File: src/rtl/ttl_ripple_sequencer.sv
// Emulated SN74107 ripple-counter chain, resolved one stage per CLK_DRV cycle.
// Falling CLK_N_IN edges that arrive while a ripple is in flight are queued up to QUEUE_DEPTH.
module ttl_ripple_sequencer #(
    parameter int STAGES      = 4,
    parameter int QUEUE_DEPTH = 4
) (
    input  logic              CLK_DRV,
    input  logic              RST_N,
    input  logic              CLK_N_IN,
    input  logic              CLR_N,
    input  logic [STAGES-1:0] J,
    input  logic [STAGES-1:0] K,
    output logic [STAGES-1:0] Q,
    output logic [STAGES-1:0] Q_N,
    output logic [STAGES-1:0] STAGE_EN,
    output logic              BUSY,
    output logic              OVERRUN
);

    localparam int PW = $clog2(QUEUE_DEPTH + 1);
    localparam int IW = (STAGES > 1) ? $clog2(STAGES) : 1;

    typedef enum logic {
        IDLE,
        RIPPLE
    } state_e;

    state_e            state_q, state_d;
    logic [IW-1:0]     idx_q, idx_d;
    logic [PW-1:0]     pend_q, pend_d;
    logic [STAGES-1:0] q_q, q_d;
    logic              ovr_q, ovr_d;
    logic              clk_s_q, clk_p_q, clr_s_q;
    logic              edge_det, launch, cur, nxt;

    function automatic logic jk_next(input logic q, input logic j, input logic k);
        case ({j, k})
            2'b00:   jk_next = q;
            2'b01:   jk_next = 1'b0;
            2'b10:   jk_next = 1'b1;
            default: jk_next = ~q;
        endcase
    endfunction

    assign edge_det = clk_p_q & ~clk_s_q;

    always_comb begin
        state_d  = state_q;
        idx_d    = idx_q;
        pend_d   = pend_q;
        q_d      = q_q;
        ovr_d    = ovr_q;
        STAGE_EN = '0;
        launch   = 1'b0;
        cur      = 1'b0;
        nxt      = 1'b0;
        if (!clr_s_q) begin
            // Clear wins: abort any ripple and drop queued and arriving edges.
            q_d     = '0;
            pend_d  = '0;
            state_d = IDLE;
            idx_d   = '0;
        end else begin
            case (state_q)
                IDLE: begin
                    if (edge_det || (pend_q != '0)) begin
                        launch  = 1'b1;
                        state_d = RIPPLE;
                        idx_d   = '0;
                    end
                end
                RIPPLE: begin
                    STAGE_EN[idx_q] = 1'b1;
                    cur             = q_q[idx_q];
                    nxt             = jk_next(cur, J[idx_q], K[idx_q]);
                    q_d[idx_q]      = nxt;
                    if (cur && !nxt && (idx_q != IW'(STAGES - 1)))
                        idx_d = idx_q + IW'(1);
                    else
                        state_d = IDLE;
                end
                default: state_d = IDLE;
            endcase
            // A launch fed straight from a fresh edge leaves the queue untouched.
            if (edge_det && !launch) begin
                if (pend_q == PW'(QUEUE_DEPTH))
                    ovr_d = 1'b1;
                else
                    pend_d = pend_q + PW'(1);
            end else if (!edge_det && launch) begin
                pend_d = pend_q - PW'(1);
            end
        end
    end

    always_ff @(posedge CLK_DRV) begin
        if (!RST_N) begin
            state_q <= IDLE;
            idx_q   <= '0;
            pend_q  <= '0;
            q_q     <= '0;
            ovr_q   <= 1'b0;
            clk_s_q <= 1'b0;
            clk_p_q <= 1'b0;
            clr_s_q <= 1'b1;
        end else begin
            state_q <= state_d;
            idx_q   <= idx_d;
            pend_q  <= pend_d;
            q_q     <= q_d;
            ovr_q   <= ovr_d;
            clk_s_q <= CLK_N_IN;
            clk_p_q <= clk_s_q;
            clr_s_q <= CLR_N;
        end
    end

    assign Q       = q_q;
    assign Q_N     = ~q_q;
    assign BUSY    = (state_q != IDLE) || (pend_q != '0);
    assign OVERRUN = ovr_q;

endmodule

File: config.mk
export PLATFORM = sky130hd
export DESIGN_NAME = ttl_ripple_sequencer
export DESIGN_NICKNAME = d
export VERILOG_FILES = /design/src/rtl/ttl_ripple_sequencer.sv
export SDC_FILE = /design/constraint.sdc
export NUM_CORES = 1
export LEC_CHECK = 0
export BUFFER_PORTS_ARGS = -buffer_cell sky130_fd_sc_hd__buf_2
export CAP_MARGIN = 20
export CORE_MARGIN = 4
export CORE_UTILIZATION = 51
export CTS_CLUSTER_SIZE = 14
export DETAILED_ROUTE_END_ITERATION = 6
export GPL_ROUTABILITY_DRIVEN = 0
export PLACE_DENSITY = 0.81
export SYNTH_ARGS = -nofsm -noshare
export SYNTH_HDL_FRONTEND = slang
export SYNTH_SLANG_ARGS = --single-unit
File: constraint.sdc
create_clock -name CLK_DRV -period 4.5 [get_ports CLK_DRV]
set_clock_uncertainty 0.15 [all_clocks]
set_input_delay 0.675 -clock CLK_DRV [delete_from_list [all_inputs] [get_ports CLK_DRV]]
set_output_delay 0.675 -clock CLK_DRV [all_outputs]
set_load 0.01 [all_outputs]
; ---- After elaboration in Yosys (flattened, before gate mapping)
; Index checks and enable logic that the tools add are counted.
[totals]
ramBits = 0
latch_bits = 0
output_inout_bits = 14
memories = 0
inputBits = 12
rom_bits = 0
ff_bits = 14
elab_cells = 67
[op_classes]
n_addsub = 3
div = 0
n_mul = 0
shift = 0
muxes = 25
magnitude_cmp = 2
n_eq_ne = 7
reduce_logical = 17
bitwise = 5
[op_table]
columns = op, n
row1 = 1-bit two-way mux, 10
row2 = 3-bit two-way mux, 3
row3 = 4-bit two-way mux, 2
row4 = 1-bit binary-select mux with 2-bit select, 3
row5 = "2-bit inequality test, second input constant", 3
row6 = 2-bit AND reduction, 3
row7 = 1-bit logical AND, 5
row8 = 4-bit bitwise mux, 1
row9 = 2-bit two-way mux, 2
row10 = 4-bit inverter, 1
row11 = 2-bit one-hot mux with 2 select lines, 1
row12 = "3-bit by 1-bit adder with 3-bit output, second input constant", 1
row13 = "3-bit == test, second input constant", 1
row14 = 1-bit logical NOT, 3
row15 = "2-bit by 3-bit < comparator with 1-bit output, second input constant", 1
row16 = 1-bit inverter, 3
row17 = 1-bit one-hot mux with 3 select lines, 1
row18 = 3-bit AND reduction, 1
row19 = 3-bit nonzero test, 1
row20 = "3-bit by 1-bit subtractor with 3-bit output, second input constant", 1
row21 = "2-bit by 1-bit adder with 2-bit output, second input constant", 1
row22 = 1-bit demux with 2-bit select, 1
row23 = "2-bit by 1-bit == test with 1-bit output, second input constant", 1
row24 = "2-bit == test, second input constant", 1
row25 = other kinds (7), 8

; ---- Depth between registers and ports, before layout
; Gate-level depths: netlist (run 1).
[logic_depth]
depth_word = 11
depth_mapped = 8
mapped_depth_nobuf = 8

; ---- Worst setup path after synthesis (run 1)
; OpenSTA, ideal clock, no wires.
[synth_timing]
path_type = input to register
start = in J[1]
end = reg q_q[0] (netlist: Q[0])
arrival_ns = 1.623
path_stages = 4
slack_ns = 2.596
setup_ns = 0.131
path_cell_list = mux4_1 or2_1 a21oi_2 a211oi_1
[synth_via]
elab_chain_len = 7
elab_cells_between_ends = 9
cone_classes = eq/ne: 2 / mux: 6 / reduce/logical: 1
[synth_rtl]
columns = element, line_no
row1 = "start, declared", 11  ; input logic [STAGES-1:0] J,
row2 = 1-bit binary-select mux with 2-bit select *, 75  ; nxt = jk_next(cur, J[idx_q], K[idx_q]);
row3 = 1-bit two-way mux (implied by the code) *, 75
row4 = "2-bit == test, or another cell as far along", 37  ; case ({j, k})
row5 = 1-bit one-hot mux with 3 select lines *, 37
row6 = 1-bit two-way mux *, 64  ; case (state_q)
row7 = 1-bit two-way mux *, 57  ; if (!clr_s_q) begin
row8 = 4-bit bitwise mux *, 76  ; q_d[idx_q] = nxt;
row9 = "end signal, assigned", 110  ; q_q <= q_d;
row10 = "end, declared", 31  ; logic [STAGES-1:0] q_q, q_d;
; Mark *: on every way between the ends. The rest lies on a longest branch, timed or not. The select of a mux whose other input is x is not followed.
; A chain may end at the register's enable or synchronous reset.

; ---- Worst setup path after layout (run 1)
[layout_timing]
start = reg idx_q[0]
end = out STAGE_EN[0]
[layout_via]
elab_chain_len = 6
elab_cells_between_ends = 7
cone_classes = order compare: 2 / mux: 4 / reduce/logical: 1
[layout_rtl]
columns = element, line_no
row1 = "start, declared", 29  ; logic [IW-1:0] idx_q, idx_d;
row2 = "start signal, assigned", 108  ; idx_q <= idx_d;
row3 = 2-bit by 3-bit < comparator with 1-bit output (implied by the code) or 2-bit by 1-bit >= comparator with 1-bit output (tied branches), 73  ; STAGE_EN[idx_q] = 1'b1;
row4 = 1-bit logical AND (implied by the code), 73
row5 = 1-bit two-way mux (implied by the code), 73
row6 = 1-bit demux with 2-bit select *, 73
row7 = 4-bit two-way mux *, 64
row8 = 4-bit two-way mux *, 57
row9 = "end, declared", 15  ; output logic [STAGES-1:0] STAGE_EN,
; Mark *: on every way between the ends. The rest lies on a longest branch, timed or not.

==> results of run 1 <==
state kept, by name, summed over array words and instances (netlist names):
signal / flops
clr_s_q: 1
pend_q: 3
clk_s_q: 1
state_q: 1
clk_p_q: 1
idx_q: 2
OVERRUN: 1
Q: 4
cell type report:
| cell class | count | area (µm²) |
|---|---|---|
| repair buffers | 25 | 125 |
| inverters | 8 | 30.0 |
| clock buffers | 4 | 36.3 |
| flip-flops and latches | 14 | 280 |
| well taps | 15 | 18.8 |
| fillers | 127 | 418 |
| multi-input cells | 58 | 442 |
kinds of logic (layout without fill, tap and decap cells):
group           count (synthesis)  after routing
simple gates                   28             28
xor+xnor                        3              3
mux                             5              5
fa+ha+maj                       5              5
flops                          14             14
compound gates                 17             17
buf+inv                         9             37
stage by stage:
stage / power, mW / cell area, µm² / utilization, % / hold WS, ns
6_report: 0.430 / 932 / 69.0 / 0.320
3_5_place_dp: 0.339 / 896 / 66.4 / 0.303
3_3_place_gp: 0.332 / 896 / 66.4 / 0.296
5_1_grt: 0.458 / 932 / 69.0 / 0.351
2_1_floorplan: 0.292 / 756 / - / 0.294
4_1_cts: 0.432 / 932 / 69.0 / 0.325
metal layers:
metal / GRT usage [%] / up-vias / part of all wire, %
li1: - / 341 / -
met1: 22.0 / 315 / 46
met3: 2.34 / 2 / 5.6
met4: 5.11 / 0 / 0.83
met2: 27.7 / 21 / 47
met5: 0 / - / 0
critical path, delay by kind of cell (launching register included):
family                     cells  cell delay, ns
adders and majority gates      1            0.27
buffers and inverters          2            0.25
DFF                            1            0.53
and+or+nand+nor                1            0.19
placed cells by master, fill, tap and decap left out, types with 3 or more instances in the layout:
master,n
nor2_1,6
buf_2,25
nand2_1,5
dfxtp_1,14
clkbuf_4,3
xor2_1,3
and3_1,4
a211oi_1,4
a21oi_1,8
inv_1,8
ha_1,5
report_power, final:
part	leakage, nW	switching, mW	internal, mW
clock network	0.0210	0.0435	0.0493
registers	0.114	0.0317	0.144
logic	0.271	0.0900	0.0720
total	0.406	0.165	0.265
worst max path at each step:
stage          slack, ns          end      from  depth (start not counted)
4_1_cts             2.15  STAGE_EN[2]  idx_q[0]                          4
3_3_place_gp        2.45         Q[0]      J[1]                          5
5_1_grt             2.09  STAGE_EN[2]  idx_q[0]                          4
2_1_floorplan       2.60         Q[0]      J[1]                          4
3_5_place_dp        2.42         Q[3]      J[1]                          5
6_report            2.16  STAGE_EN[0]  idx_q[0]                          4
==> flow_summary.yaml, run 1 <==
run_status:
  status: "complete, no violations"
synth:
  syn-num-nets: 98
  synth-edff-count: 0
  synth_top_family_by_area: "simple AND/OR/NAND/NOR gates"
  synthArstFlopShare_pct: 0
  synth-main-ff-cell: "dfxtp_1"
  yosys-top-cells-area: "dfxtp_1 (37%), ha_1 (8.3%), mux4_2 (6.0%), a21oi_1 (5.3%), a211oi_1 (4.0%)"
  yosysWarnings: 0
  synthAdderAreaFrac_pct: 8.28
  post_synth_mux_area_share_pct: 12.9
  yosys-top-cells-count: "dfxtp_1 (14), a21oi_1 (8), inv_1 (8)"
  synthCells: 81
  ys_ff_latch: 14
  synthDistinctLibCells: 28
  synthSimpleGateAreaFrac_pct: 19.9
  syn_avg_cell_area_um2: 9.33
  synth.largest_area_cell: "dfxtp_1"
  synth_compound_area_share_pct: 13.9
  synthXorXnorAreaFrac_pct: 3.48
  yosys.cell_count.top_type: "dfxtp_1"
  synth_area_um2: 756
  ys_seq_area_share_pct: 37.1
  synth_top_area_share_pct: 37.1
sta:
  tightest_slew_ns: 0.592
  timing.final.ws_setup_ns: 2.16
  finalMaxSlewViolations: 0
  clock.fmax_mhz: 428
  rsz0062_at_grt: "no"
  finalCritPeriodShare_pct: 52.0
  setup_tns_ns: 0
  setup_viol: 0
  relSlewSlack_pct: 60.0
  finalHoldViolCount: 0
  timing.final.crit_period_ns: 2.34
layout:
  fin_cells: 124
  syn2layout_area_growth_pct: 23.3
  drive_gt1_share_pct: 33.9
  nNetsFinal: 127
  num_antenna_cells: 0
clock_tree:
  holdBufCountCts: 0
  clock_latency_ns: 0.28
  cts_sinks: 14
  cts_buffer_depth: 2
  htreeDepth: 1
  cts_tree: "yes"
  cts_resized: 0
  clkTransAtPathRegs_ns: 0.09
  cts.root.buffer_cell: "clkbuf_4"
  numCtsBuffers: 3
  post_cts_buffers: 0
power:
  powerDensity_mw_per_mm2: 461
  p_leak_nw: 0.406
  vdd_ir_drop_max_v: 0.000316
worst_setup_path:
  startpoint_type: "flip-flop"
  required_ns: 3.67
  worst_setup_path_end_kind: "output port"
  rr_startpoint: "state_q"
  path_cells: "inv_1 -> ha_1 -> and3_1 -> buf_2"
  critPathMaxFanout: 8
  reg2reg_depth: 8
  arrival_ns: 1.51
  ff2ff_setup_slack_ns: 2.49
  slowest_delay_ns: 0.53
  critPathKind: "flip-flop to output port"
  crit_slowest_cell: "dfxtp_1"
  r2r-end: "pend_q[2]"
worst_hold_path:
  hp-start: "OVERRUN"
  whs_path_depth: 1
  worstHoldEndpoint: "OVERRUN"
  min_path_type: "flip-flop to flip-flop"
placement:
  port_buffers: 25
  dp.cells: 120
  place_worst_setup_slack_ns: 2.42
  dpl.hpwl_um: 1320
die:
  die_area_mm2: 0.00216
  ios: 26
  chipWidth_um: 46.5
  core_area_mm2: 0.00135
  rows: 13
  initial_core_util_pct: 56.0
  die_h_um: 46.5
route:
  drt-vias-per-instance: 5.48
  drt_iter0_drc: 14
  routedWlPerCell_um: 13.6
  drt_wl_total_um: 1690
  postRouteAntennaNets: 0
  drt-pass1-iter-count: 4
  vias: 679
  drc: 0
grt:
  grt-ovfl-total: 0
  antenna_found_initial: 0
  grt_pass1_wl_um: 2550
  track_usage_pct: 16.7
  grt_max_degree: 12
  first_global_vias: 574
flow_run:
  drv_cap: 0
(Power assumes the default switching activity.)
==> inputs of run 2 (changes only) <==
--- a/config.mk
+++ b/config.mk
@@ -8,11 +8,11 @@
 export BUFFER_PORTS_ARGS = -buffer_cell sky130_fd_sc_hd__buf_2
 export CAP_MARGIN = 20
 export CORE_MARGIN = 4
-export CORE_UTILIZATION = 51
+export CORE_UTILIZATION = 43
 export CTS_CLUSTER_SIZE = 14
 export DETAILED_ROUTE_END_ITERATION = 6
 export GPL_ROUTABILITY_DRIVEN = 0
-export PLACE_DENSITY = 0.81
+export PLACE_DENSITY = 0.73
 export SYNTH_ARGS = -nofsm -noshare
 export SYNTH_HDL_FRONTEND = slang
 export SYNTH_SLANG_ARGS = --single-unit
==> constraint.sdc (replaced) <==
create_clock -name CLK_DRV -period 2.1 [get_ports CLK_DRV]
set_clock_uncertainty 0.15 [all_clocks]
set_input_delay 0.315 -clock CLK_DRV [delete_from_list [all_inputs] [get_ports CLK_DRV]]
set_output_delay 0.315 -clock CLK_DRV [all_outputs]
set_load 0.01 [all_outputs]
==> run 2 against run 1 <==
Effect of this change: utilization fell by 8.9 points; sequential power rose by 110%; cell count rose by 2.4%; count of clock-buffer cells in the layout did not move; combinational power rose by 140%; clock power rose by 110%; sequential cell count did not move; global-route usage fell by 2.1 points; setup slack got worse by 2.0 ns; hold slack got worse by 0.26 ns; critical path type is now flip-flop to flip-flop; largest power group is now combinational cells; highest routed layer unchanged.
==> flow_summary.yaml, run 2 (synthesis results as in run 1) <==
run_status:
  status: "complete, no violations"
sta:
  relSlewSlack_pct: 75.6
  clock.fmax_mhz: 511
  rsz0062_at_grt: "no"
  finalMaxSlewViolations: 0
  finalCritPeriodShare_pct: 93.1
  finalHoldViolCount: 0
  setup_viol: 0
  tightest_slew_ns: 0.365
  setup_tns_ns: 0
  timing.final.crit_period_ns: 1.96
  hold_ws_ns: 0.0647
route:
  routed.top_layer: "met4"
  drt-pass1-iter-count: 4
  wl_met2_um: 787
  drt_iter0_drc: 14
  routedWlPerCell_um: 12.8
  vias: 682
  met3WireLength_um: 119
  drt-vias-per-instance: 5.37
  drt_wl_total_um: 1630
  drc: 0
  wl_met1_um: 711
  postRouteAntennaNets: 0
worst_setup_path:
  startpoint_type: "flip-flop"
  ff2ff_setup_slack_ns: 0.14
  critPathKind: "flip-flop to flip-flop"
  r2r-end: "Q[2]"
  arrival_ns: 1.96
  critPathMaxFanout: 8
  worst_setup_path_end_kind: "flip-flop"
  required_ns: 2.10
  rr_startpoint: "idx_q[0]"
  reg2reg_depth: 4
clock_tree:
  cts.root.buffer_cell: "clkbuf_4"
  cts_sinks: 14
  numCtsBuffers: 3
  holdBufCountCts: 0
  htreeDepth: 1
  clock_latency_ns: 0.28
  post_cts_buffers: 0
  cts_resized: 0
  cts_tree: "yes"
  cts_buffer_depth: 2
  clkTransAtPathRegs_ns: 0.08
die:
  chipWidth_um: 49.9
  die_h_um: 49.9
  initial_core_util_pct: 47.9
  core_area_mm2: 0.00158
  rows: 14
  ios: 26
  die_area_mm2: 0.00249
power:
  p_int_mw: 0.599
  pwr-share-seq_pct: 38.1
  p_switching_mw: 0.343
  p_leak_nw: 0.416
  power.clock.fraction_pct: 20.5
  vdd_ir_drop_max_v: 0.000480
  powerDensity_mw_per_mm2: 993
  p_comb_share_pct: 41.4
  swShare_pct: 36.4
layout:
  drive_gt1_share_pct: 35.1
  fin_cells: 127
  largest_reg_flops: 4
  syn2layout_area_growth_pct: 25.5
  layout_commonest_cell: "buf_2"
  multiInputGateArea_um2: 442
  num-fill-cells: 150
  mostFrequentLayoutCells: "buf_2 (25), dfxtp_1 (14), inv_1 (8), a21oi_1 (8), nor2_1 (6)"
  nNetsFinal: 129
  num_antenna_cells: 0
  seq_area_um2: 280
placement:
  dpl.hpwl_um: 1280
  dp.cells: 123
  port_buffers: 25
grt:
  grt_max_degree: 11
  grt-ovfl-total: 0
  grt_pass1_wl_um: 2750
  antenna_found_initial: 0
  track_usage_pct: 14.6
  first_global_vias: 649
worst_hold_path:
  whs_path_depth: 2
  min_path_type: "input pin to flip-flop"
  worstHoldEndpoint: "clr_s_q"
  hp-start: "CLR_N"
flow_run:
  drv_cap: 0
[run 2: cell types whose count changed in the layout (fill, tap and decap cells not counted)]
cell / delta
buf_4: +2
[run 2: power by group through the flow]
stage / logic (mW) / clock network (mW) / registers [mW]
floorplan: 0.271 / 0 / 0.355
global placement: 0.386 / 0 / 0.362
detailed placement: 0.392 / 0 / 0.364
CTS: 0.393 / 0.197 / 0.359
global route: 0.440 / 0.211 / 0.368
finish: 0.390 / 0.193 / 0.359
[run 2: cell type report]
type	instances	area share, %
multi-input cells	58	46.6
flip-flops and latches	14	29.6
repair buffers	27	14.8
clock buffers	4	3.83
inverters	8	3.17
well taps	16	2.11
[run 2: critical path, stage by stage, from the launching register on]
cell and delay [ns]:
dfxtp_1 0.50, mux4_1 0.59, or2_1 0.24, a21oi_2 0.23
a211oi_1 0.12
[run 2: metal layers]
metal	up-vias	GRT usage, %
li1	344	-
met1	319	16.2
met2	17	24.0
met3	2	6.93
met4	0	5.53
met5	-	0
[run 2: worst max-delay path by stage]
stage / start / to / cells past startpoint
finish: idx_q[0] / Q[2] / 4
CTS: idx_q[0] / Q[2] / 4
global placement: idx_q[0] / Q[2] / 4
detailed placement: idx_q[0] / Q[1] / 4
global route: idx_q[0] / Q[2] / 4
floorplan: idx_q[0] / Q[0] / 4
[run 2: metrics by stage]
step	total power, mW	worst slack (ns)	area [µm²]	utilization [%]
finish	0.942	0.145	948	60.2
global route	1.02	0.0222	948	60.2
CTS	0.949	0.140	948	60.2
detailed placement	0.756	0.194	912	57.9
global placement	0.748	0.258	912	57.9
floorplan	0.626	0.326	756	-
==> inputs of run 3 (changes only) <==
==> config.mk (replaced) <==
export PLATFORM = sky130hd
export DESIGN_NAME = ttl_ripple_sequencer
export DESIGN_NICKNAME = d
export VERILOG_FILES = /design/src/rtl/ttl_ripple_sequencer.sv
export SDC_FILE = /design/constraint.sdc
export NUM_CORES = 1
export LEC_CHECK = 0
export CAP_MARGIN = 20
export CORE_MARGIN = 4
export CORE_UTILIZATION = 53
export CTS_CLUSTER_SIZE = 14
export DETAILED_ROUTE_END_ITERATION = 6
export DONT_BUFFER_PORTS = 1
export GPL_ROUTABILITY_DRIVEN = 0
export PLACE_DENSITY = 0.71
export SYNTH_ARGS = -nofsm -noshare
export SYNTH_HDL_FRONTEND = slang
export SYNTH_SLANG_ARGS = --single-unit
==> run 3 against run 2 <==
Effect of this change: total power down 11%; maximum frequency increased by 3.1%; global-route usage up 2.2 points; clock power down 23%; count of clock-buffer cells in the layout down 1; cell count down 20%; setup slack gained 0.059 ns; hold slack lost 0.052 ns; wire length fell by 8.5%; critical endpoint is now Q[1].
==> flow_summary.yaml, run 3 (synthesis results as in run 1) <==
route:
  drc: 0
  drt_iter0_drc: 28
  drt-pass1-iter-count: 4
  vias: 599
  postRouteAntennaNets: 0
  drt-vias-per-instance: 5.93
  drt_wl_total_um: 1490
  routedWlPerCell_um: 14.7
clock_tree:
  cts_buffer_depth: 2
  htreeDepth: 1
  clock_latency_ns: 0.28
  clkTransAtPathRegs_ns: 0.08
  cts_tree: "yes"
  numCtsBuffers: 3
  cts.root.buffer_cell: "clkbuf_4"
  cts_sinks: 14
sta:
  tightest_slew_ns: 0.535
  finalCritPeriodShare_pct: 90.3
  finalMaxSlewViolations: 0
  clock.fmax_mhz: 527
  setup_tns_ns: 0
  rsz0062_at_grt: "no"
  finalHoldViolCount: 0
  setup_viol: 0
  relSlewSlack_pct: 63.9
  timing.final.crit_period_ns: 1.90
placement:
  dp.cells: 96
  port_buffers: 0
  dpl.hpwl_um: 1100
grt:
  grt_max_degree: 11
  track_usage_pct: 16.8
  antenna_found_initial: 0
  first_global_vias: 534
  grt-ovfl-total: 0
  grt_pass1_wl_um: 2430
power:
  vdd_ir_drop_max_v: 0.000593
  p_leak_nw: 0.304
  power.total_mw: 0.838
  powerDensity_mw_per_mm2: 1020
worst_setup_path:
  required_ns: 2.11
  critPathMaxFanout: 8
  path_cells: "mux4_1 -> or2_1 -> a21oi_2 -> a211oi_1"
  startpoint_type: "flip-flop"
  slowest_delay_ns: 0.57
  worst_path_dominant_cell_family: "multiplexers"
  crit_slowest_cell: "mux4_1"
  worst_setup_path_end_kind: "flip-flop"
  arrival_ns: 1.90
  critPathKind: "flip-flop to flip-flop"
  worst-path-buf-inv: 0
die:
  rows: 13
  initial_core_util_pct: 57.4
  chipWidth_um: 45.8
  die_h_um: 45.8
  ios: 26
  core_area_mm2: 0.00132
  die_area_mm2: 0.00209
worst_hold_path:
  min_path_type: "input pin to flip-flop"
layout:
  nNetsFinal: 105
  num-fill-cells: 125
  fin_cells: 101
  num_antenna_cells: 0
  syn2layout_area_growth_pct: 8.61
  drive_gt1_share_pct: 14.0
  largest_reg_flops: 4
  mostFrequentLayoutCells: "dfxtp_1 (14), inv_1 (8), a21oi_1 (8)"
  layout_commonest_cell: "dfxtp_1"
  fin_util_pct: 62.3
run_status:
  status: "complete, no violations"
flow_run:
  drv_cap: 0
[run 3: cell count changes in the layout (fill, tap and decap cells not counted), sizes merged]
| cell | delta |
|---|---|
| buf | -26 |
| clkbuf | -1 |
| dlygate4sd3 | +2 |
[run 3: power by group]
part / leakage, nW / internal (mW) / total (mW) / switching (mW)
Combinational: 0.176 / 0.134 / 0.326 / 0.191
Clock: 0.0138 / 0.0666 / 0.149 / 0.0828
Sequential: 0.114 / 0.308 / 0.363 / 0.0549
[run 3: cell type report]
class	instances	area, µm²	share of cell area (%)
Inverter	8	30.0	3.66
Clock buffer	3	22.5	2.74
Timing Repair Buffer	3	27.5	3.35
Tap cell	15	18.8	2.29
Sequential cell	14	280	34.1
Multi-Input combinational cell	58	442	53.8
[run 3: metal layers]
layer	up-vias	GRT usage [%]	part of all wire, %
met5	-	0	0
met2	21	23.4	42
met3	4	5.53	7.3
met4	0	11.9	2.8
met1	279	21.4	48
li1	295	-	-
[run 3: worst register-to-register path: stages, from the launching register on]
cell and delay [ns]:
dfxtp_1 0.51, mux4_1 0.57, or2_1 0.23, a21oi_2 0.21, a211oi_1 0.10
[run 3: timing repair]
item	CTS	global route
hold endpoints to repair	2	0
gates resized for setup	0	0
hold buffers	2	0
buffers inserted	0	0
[run 3: per-stage QoR]
step	hold slack (ns)	setup WS, ns	cell area [µm²]
floorplan	0.238	0.326	756
global placement	0.242	0.245	778
detailed placement	0.245	0.210	778
CTS	0.00255	0.202	821
global route	0.00627	0.110	821
finish	0.0130	0.204	821
[run 3: path summary, 6_finish.rpt]
check	from	endpoint	slack (ns)	depth (start not counted)
hold / removal	RST_N	clk_s_q	0.01	1
setup / recovery	idx_q[0]	Q[1]	0.20	4
setup reg to reg	idx_q[0]	Q[1]	0.20	4
hold reg to reg	clk_s_q	clk_p_q	0.35	1
